<file path="config.mk">
export PLATFORM = sky130hd
export DESIGN_NAME = memory_router
export DESIGN_NICKNAME = d
export VERILOG_FILES = /design/src/rtl/memory_router.sv
export SDC_FILE = /design/constraint.sdc
export NUM_CORES = 1
export LEC_CHECK = 0
export ABC_AREA = 1
export BUFFER_PORTS_ARGS = -buffer_cell sky130_fd_sc_hd__buf_2
export CAP_MARGIN = 40
export CORE_AREA = 2 2 108 110
export DETAILED_ROUTE_END_ITERATION = 12
export DIE_AREA = 0 0 110 112
export PLACE_DENSITY = 0.5
export SYNTH_ARGS = -nofsm -noshare
export SYNTH_HDL_FRONTEND = slang
export SYNTH_SLANG_ARGS = --single-unit
export TNS_END_PERCENT = 50
</file>
<file path="constraint.sdc">
create_clock -name clk -period 1.7 [get_ports clk]
set_input_delay 0.085 -clock clk [delete_from_list [all_inputs] [get_ports clk]]
set_output_delay 0.085 -clock clk [all_outputs]
set_load 0.1 [all_outputs]
</file>
<file path="src/rtl/memory_router.sv">
// memory_router: table-driven N-slave memory bus router.
//
// This block sits between the CPU memory port and its peripherals. It picks
// the target slave from the ADDR_BASE/ADDR_TOP window tables and keeps one
// transaction outstanding at a time. Only the addressed slave's ready and
// rdata are accepted. An unmapped address gets an error response.
//
// Parameters:
//   SLAVES    number of slave ports (1..16)
//   ADDR_BASE packed SLAVES*32 vector; slice k is the inclusive base of slave k
//   ADDR_TOP  packed SLAVES*32 vector; slice k is the exclusive top of slave k
//   TIMEOUT   number of WAIT cycles before a timeout error (optional feature)
//
// Optional feature, enabled by defining MEMORY_ROUTER_TIMEOUT_EN:
//   A 32-bit watchdog runs while in WAIT. If the selected slave has not
//   answered when the watchdog reaches TIMEOUT, the CPU gets an error
//   response. Without the macro, no watchdog is built and WAIT lasts until
//   the slave answers.
//
// Ports:
//   clk, rst                 clock, asynchronous active-low reset
//   memory_valid/instr/addr/wdata/wstrb   request from the CPU
//   memory_rdata/ready/error response to the CPU (error qualifies ready)
//   slave_valid              one-hot request strobe, one cycle per request
//   slave_instr/addr/wdata/wstrb  forwarded request (addr is window offset)
//   slave_rdata, slave_ready per-slave response inputs
//   busy                     a transaction is outstanding
module memory_router #(
  parameter int                   SLAVES    = 3,
  parameter logic [SLAVES*32-1:0] ADDR_BASE = {SLAVES{32'h0}},
  parameter logic [SLAVES*32-1:0] ADDR_TOP  = {SLAVES{32'h0}},
  parameter int                   TIMEOUT   = 1023
) (
  input  logic                 clk,
  input  logic                 rst,
  input  logic                 memory_valid,
  input  logic                 memory_instr,
  input  logic [31:0]          memory_addr,
  input  logic [31:0]          memory_wdata,
  input  logic [3:0]           memory_wstrb,
  output logic [31:0]          memory_rdata,
  output logic                 memory_ready,
  output logic                 memory_error,
  output logic [SLAVES-1:0]    slave_valid,
  output logic                 slave_instr,
  output logic [31:0]          slave_addr,
  output logic [31:0]          slave_wdata,
  output logic [3:0]           slave_wstrb,
  input  logic [SLAVES*32-1:0] slave_rdata,
  input  logic [SLAVES-1:0]    slave_ready,
  output logic                 busy
);

  localparam int SEL_W = (SLAVES > 1) ? $clog2(SLAVES) : 1;

  // Reject configurations outside the supported range at elaboration time.
  if (SLAVES < 1 || SLAVES > 16 || TIMEOUT < 1) begin : g_param_check
    $error("memory_router: SLAVES must be 1..16 and TIMEOUT must be >= 1");
  end

  typedef enum logic [1:0] {IDLE, WAIT, ERR} state_t;

  state_t             state;
  logic [SEL_W-1:0]   sel;
  logic               lat_instr;
  logic [31:0]        lat_addr;
  logic [31:0]        lat_wdata;
  logic [3:0]         lat_wstrb;

  logic               hit_any;
  logic [SEL_W-1:0]   hit_idx;
  logic [31:0]        hit_offset;
  logic [31:0]        hit_rdata;
  logic               hit_ready;
  logic [31:0]        sel_rdata;
  logic               sel_ready;
  logic               timed_out;

`ifdef MEMORY_ROUTER_TIMEOUT_EN
  logic [31:0]        wait_cnt;
  assign timed_out = (state == WAIT) && !sel_ready && (wait_cnt == 32'(TIMEOUT));
`else
  assign timed_out = 1'b0;
`endif

  // Address decode and response muxing. The scan runs from the highest
  // index down so that the lowest-index window wins when windows overlap.
  // A window with base >= top can never satisfy base <= addr < top.
  // The response mux for the latched selection shares the same loop.
  always_comb begin
    hit_any    = 1'b0;
    hit_idx    = '0;
    hit_offset = memory_addr;
    hit_rdata  = 32'h0;
    hit_ready  = 1'b0;
    sel_rdata  = 32'h0;
    sel_ready  = 1'b0;
    for (int k = SLAVES - 1; k >= 0; k--) begin
      if (memory_addr >= ADDR_BASE[k*32 +: 32] && memory_addr < ADDR_TOP[k*32 +: 32]) begin
        hit_any    = 1'b1;
        hit_idx    = SEL_W'(k);
        hit_offset = memory_addr - ADDR_BASE[k*32 +: 32];
        hit_rdata  = slave_rdata[k*32 +: 32];
        hit_ready  = slave_ready[k];
      end
      if (SEL_W'(k) == sel) begin
        sel_rdata = slave_rdata[k*32 +: 32];
        sel_ready = slave_ready[k];
      end
    end
  end

  // Transaction FSM. A hit latches the request and the slave index. If the
  // slave answers in the same cycle, the response is given combinationally
  // and the FSM stays in IDLE. Otherwise the FSM waits in WAIT. A miss takes
  // the one-cycle ERR path. Reset drops any outstanding transaction with no
  // response.
  always_ff @(posedge clk or negedge rst) begin
    if (!rst) begin
      state     <= IDLE;
      sel       <= '0;
      lat_instr <= 1'b0;
      lat_addr  <= 32'h0;
      lat_wdata <= 32'h0;
      lat_wstrb <= 4'h0;
`ifdef MEMORY_ROUTER_TIMEOUT_EN
      wait_cnt  <= 32'h0;
`endif
    end else begin
      case (state)
        IDLE: begin
          if (memory_valid) begin
            if (hit_any) begin
              sel       <= hit_idx;
              lat_instr <= memory_instr;
              lat_addr  <= hit_offset;
              lat_wdata <= memory_wdata;
              lat_wstrb <= memory_wstrb;
              if (!hit_ready) begin
                state <= WAIT;
`ifdef MEMORY_ROUTER_TIMEOUT_EN
                wait_cnt <= 32'h0;
`endif
              end
            end else begin
              state <= ERR;
            end
          end
        end
        WAIT: begin
          if (sel_ready) begin
            state <= IDLE;
          end else if (timed_out) begin
            state <= IDLE;
          end else begin
`ifdef MEMORY_ROUTER_TIMEOUT_EN
            wait_cnt <= wait_cnt + 32'd1;
`endif
          end
        end
        ERR:     state <= IDLE;
        default: state <= IDLE;
      endcase
    end
  end

  // Output steering. Every output is gated by rst so that asserting reset
  // forces all outputs to zero at once, including the paths that are
  // combinational from the CPU bus.
  always_comb begin
    memory_rdata = 32'h0;
    memory_ready = 1'b0;
    memory_error = 1'b0;
    slave_valid  = '0;
    slave_instr  = 1'b0;
    slave_addr   = 32'h0;
    slave_wdata  = 32'h0;
    slave_wstrb  = 4'h0;
    busy         = 1'b0;
    if (rst) begin
      busy = (state != IDLE);
      case (state)
        IDLE: begin
          slave_instr = memory_instr;
          slave_addr  = hit_offset;
          slave_wdata = memory_wdata;
          slave_wstrb = memory_wstrb;
          if (memory_valid && hit_any) begin
            for (int k = 0; k < SLAVES; k++) begin
              if (SEL_W'(k) == hit_idx) slave_valid[k] = 1'b1;
            end
            if (hit_ready) begin
              memory_ready = 1'b1;
              memory_rdata = hit_rdata;
            end
          end
        end
        WAIT: begin
          slave_instr = lat_instr;
          slave_addr  = lat_addr;
          slave_wdata = lat_wdata;
          slave_wstrb = lat_wstrb;
          if (sel_ready) begin
            memory_ready = 1'b1;
            memory_rdata = sel_rdata;
          end else if (timed_out) begin
            memory_ready = 1'b1;
            memory_error = 1'b1;
          end
        end
        ERR: begin
          memory_ready = 1'b1;
          memory_error = 1'b1;
        end
        default: ;
      endcase
    end
  end

endmodule
</file>
=== Word-level counts from Yosys, hierarchy flattened ===
Index checks and enable logic that the tools add are counted.

* Bits of input ports: 171
* Flip-flop bits (word level): 71
* Logic and storage cells: 50

* Reductions and logical operators: 6
* Equality and inequality tests: 5
* $lt $le $gt $ge: 2
* Multiplexer cells: 32

{| class="wikitable"
|+ Operator list
! operator !! count
|-
| 32-bit 2-to-1 mux || 7
|-
| 32-bit case mux with 2 select lines || 3
|-
| 32-bit by 1-bit >= comparator with 1-bit output (second input constant) || 1
|-
| 32-bit by 1-bit less-than comparator with 1-bit output (second input constant) || 1
|-
| 1-bit 2-to-1 mux || 13
|-
| 2-bit 2-to-1 mux || 4
|-
| 4-bit case mux with 2 select lines || 1
|-
| 3-bit AND reduction || 2
|-
| 4-bit 2-to-1 mux || 1
|-
| 2-bit inequality test (second input constant) || 2
|-
| 2-bit case mux with 2 select lines || 1
|-
| 3-bit inequality test (second input constant) || 1
|-
| 1-bit case mux with 3 select lines || 1
|-
| 2-bit by 1-bit == test with 1-bit output (second input constant) || 1
|-
| 2-bit == test (second input constant) || 1
|-
| 1-bit logical AND || 2
|-
| 2-bit logical NOT || 1
|-
| 1-bit case mux with 2 select lines || 1
|-
| 2-bit nonzero test || 1
|}

=== Depth between registers and ports, before layout ===
* Word-level depth: 7
* Mapped depth: 5
* Mapped depth without buffers: 3

=== Least setup slack after synthesis ===
Ideal clock, no wire load.

* Path kind: register -> output
* From: reg state[1]
* To: out slave_addr[18]
* Arrival: 2014 ps
* Slack: -399 ps
* Cell stages (with the launch flop): 6
* Path through: dfrtp_1 > inv_2 > nand2_2 > buf_6 > buf_6 > nor2_1

* Word-level cells in the longest chain between the ends: 3

{| class="wikitable"
|+ Ends and longest elaborated chain
! element !! RTL line !! RTL
|-
| start, declared || 63 || <nowiki>state_t state;</nowiki>
|-
| start signal, assigned || 120 || <nowiki>state <= IDLE;</nowiki>
|-
| start signal, assigned || 140 || <nowiki>state <= WAIT;</nowiki>
|-
| start signal, assigned || 146 || <nowiki>state <= ERR;</nowiki>
|-
| 2-bit by 1-bit == test with 1-bit output or 2-bit logical NOT (tied branches) || 182 || <nowiki>case (state)</nowiki>
|-
| 32-bit case mux with 2 select lines * || 182 ||
|-
| 32-bit 2-to-1 mux * || 180 || <nowiki>if (rst) begin</nowiki>
|-
| end, declared || 46 || <nowiki>output logic [31:0] slave_addr,</nowiki>
|}

Every way passes the cells marked *; elsewhere a longest branch is shown, timed or not.

=== Worst setup path after layout ===
* From: in rst
* To: out slave_addr[18]

* Word-level cells in the longest chain between the ends: 1

{| class="wikitable"
|+ Ends and longest elaborated chain
! element !! RTL line !! RTL
|-
| start, declared || 35 || <nowiki>input logic rst,</nowiki>
|-
| 32-bit 2-to-1 mux || 180 ||
|}

No other way between the ends.

==> flow_summary.toml <==
[logic_synthesis]
synth-compound-area-share_pct = 0
yosys.area.top_type = "buf_4"
synthTopCellsByArea = "buf_4, inv_1, nor2_1"
async_flop_share_pct = 100
synth_cell_types = 10
synthSimpleGateAreaFrac_pct = 30.4
synthTopCellsByCount = "inv_1, nor2_1, buf_4"
yosysTopAreaCellShare_pct = 31.0
synth-edff-count = 0
synth-main-ff-cell = "dfrtp_1"
synth_cells = 190
synth_top_family_by_area = "buffers and inverters"
avgSynthCellArea_um2 = 4.72
ys_warn_count = 0
muxShareOfSynthArea_pct = 0
seq_area_frac_synth_pct = 2.79
synth_area_um2 = 897
synth_xor_area_share_pct = 0
ys_ff_latch = 1
synth-adder-area-share_pct = 0
synth.most_common_cell = "inv_1"

[setup_path]
crit_slowest_cell = "dlygate4sd3_1"
cp-end-kind = "output port"
critPathMaxStageDelay_ns = 0.53
arrival_ns = 1.51
worstPathCellList = "dlygate4sd3_1 > buf_2 > nand2_2 > buf_12 > nor2_1 > buf_12"
startpoint_type = "input pin"
crit_fanout = 69
worst_path_most_repeated_cell = "buf_12"
crit_required_ns = 1.62
worst-setup-path-type = "in -> out"

[power_and_ir_drop]
p_leak_nw = 1.56
ir_drop_uv = 223
pwr-share-seq_pct = 1.7
p_comb_share_pct = 98.3
p_clk_share_pct = 0
p_per_area_mw_per_mm2 = 604
p_sw_share_pct = 72.8
internal_power_uw = 447
power_switching_mw = 1.20

[place]
place_ws_ns = 0.420
gp_congestion = 0.676
hpwl_um = 3540
port-buffer-count = 143

[global_route]
antenna_found_initial = 0
track_usage_pct = 5.72
grt_pass1_vias = 1167
grt_max_degree = 70
grt_pass1_wl_um = 5610
overflow = 0

[layout]
largest_reg_flops = 1
top_register = "state"
diodes = 0
syn2layout_area_growth_pct = 203
fin_util_pct = 24.3
final_nets = 498
layout-drive-gt1-share_pct = 52.3
top_regs = "state x1"

[routing]
drc = 0
wire_per_inst_um = 8.39
first_pass_iters = 4
postRouteWirelength_um = 3930
via_per_inst = 2.82
dr.first_iter.drc_count = 27
dr_total_vias = 1321
ant_nets = 0

[die]
die_height_um = 112
start_util_pct = 8.03
ios = 278
dieArea_mm2 = 0.0123
die_w_um = 110
core_mm2 = 0.0112
rows = 39

[sta]
worst_slack_ns = 0.100
rsz0062_at_grt = "false"
final.setup.tns_ns = 0
max_freq_ghz = 0.625
finalSetupViolCount = 0
fin_crit_sh_pct = 94.1
finalMaxSlewViolations = 0
fin_skew_ns = 0
fin_crit_ns = 1.60
finalHoldViolCount = 0

[clocking]
clk_pin_slew_ns = 0
clk_latency_ns = 0

[flow_run]
max-cap-violations = 0

[hold_path]
hp-class = "in -> reg"

[outcome]
outcome = "finished clean"
-- placed cells by master (no fill, tap or decap), drive strengths merged --
cell,count
inv,72
dlygate4sd3,1
dfrtp,1
conb,35
buf,144
nor2,70
nand2,2
-- through the flow --
step	hold slack (ns)	std cells	power [mW]	area (um^2)
floorplan	-0.211	224	1.22	1080
CTS	0.294	468	1.66	2720
global route	0.323	468	1.70	2720
finish	0.291	468	1.64	2720
global placement	-0.122	467	1.65	2710
detailed placement	-0.121	467	1.65	2710
-- path summary, 6_finish.rpt --
check / start / cells past startpoint / slack (ns) / to
min in group asynchronous: rst / 2 / 0.42 / state[1]$_DFFE_PN0P_
max reg2reg: state[1]$_DFFE_PN0P_ / 1 / 1.15 / state[1]$_DFFE_PN0P_
min: memory_valid / 3 / 0.29 / state[1]$_DFFE_PN0P_
min reg2reg: state[1]$_DFFE_PN0P_ / 1 / 0.45 / state[1]$_DFFE_PN0P_
max: rst / 6 / 0.10 / slave_addr[18]
max in group asynchronous: rst / 2 / 1.18 / state[1]$_DFFE_PN0P_
-- power groups by stage --
stage | clock [mW] | sequential, mW | combinational [mW]
final | 0 | 0.0273 | 1.62
after detailed placement | 0 | 0.0274 | 1.63
after floorplan | 0 | 0.0271 | 1.19
after CTS | 0 | 0.0274 | 1.63
after global routing | 0 | 0.0275 | 1.67
after global placement | 0 | 0.0273 | 1.62
-- critical path: cells and delay by family --
kind / cells / cell delay [ns]
buffers and inverters: 4 / 1.17
and+or+nand+nor: 2 / 0.22
-- layer usage --
layer | share of wire [%] | track usage (%)
met1 | 34 | 6.03
met2 | 46 | 9.98
met3 | 21 | 3.86
met4 | 0 | 0
met5 | 0 | 0
-- layout make-up --
class	instances	area [um^2]
tap	143	179
timing repair buffer	145	1780
sequential	1	25.0
multi-input combinational	107	464
fill	1217	8450
inverter	72	270
-- kinds of logic after synthesis --
| family | Yosys count |
|---|---|
| other | 1 |
| flip-flops | 1 |
| AND/OR/NAND/NOR | 72 |
| buffers and inverters | 116 |
-- what timing repair did --
item	4_1_cts	5_1_grt
setup buffers	0	0
hold buffers	1	0
endpoints found under the hold margin	1	0
resized for setup	0	0
Note: power is estimated with default switching activity, not from simulation.
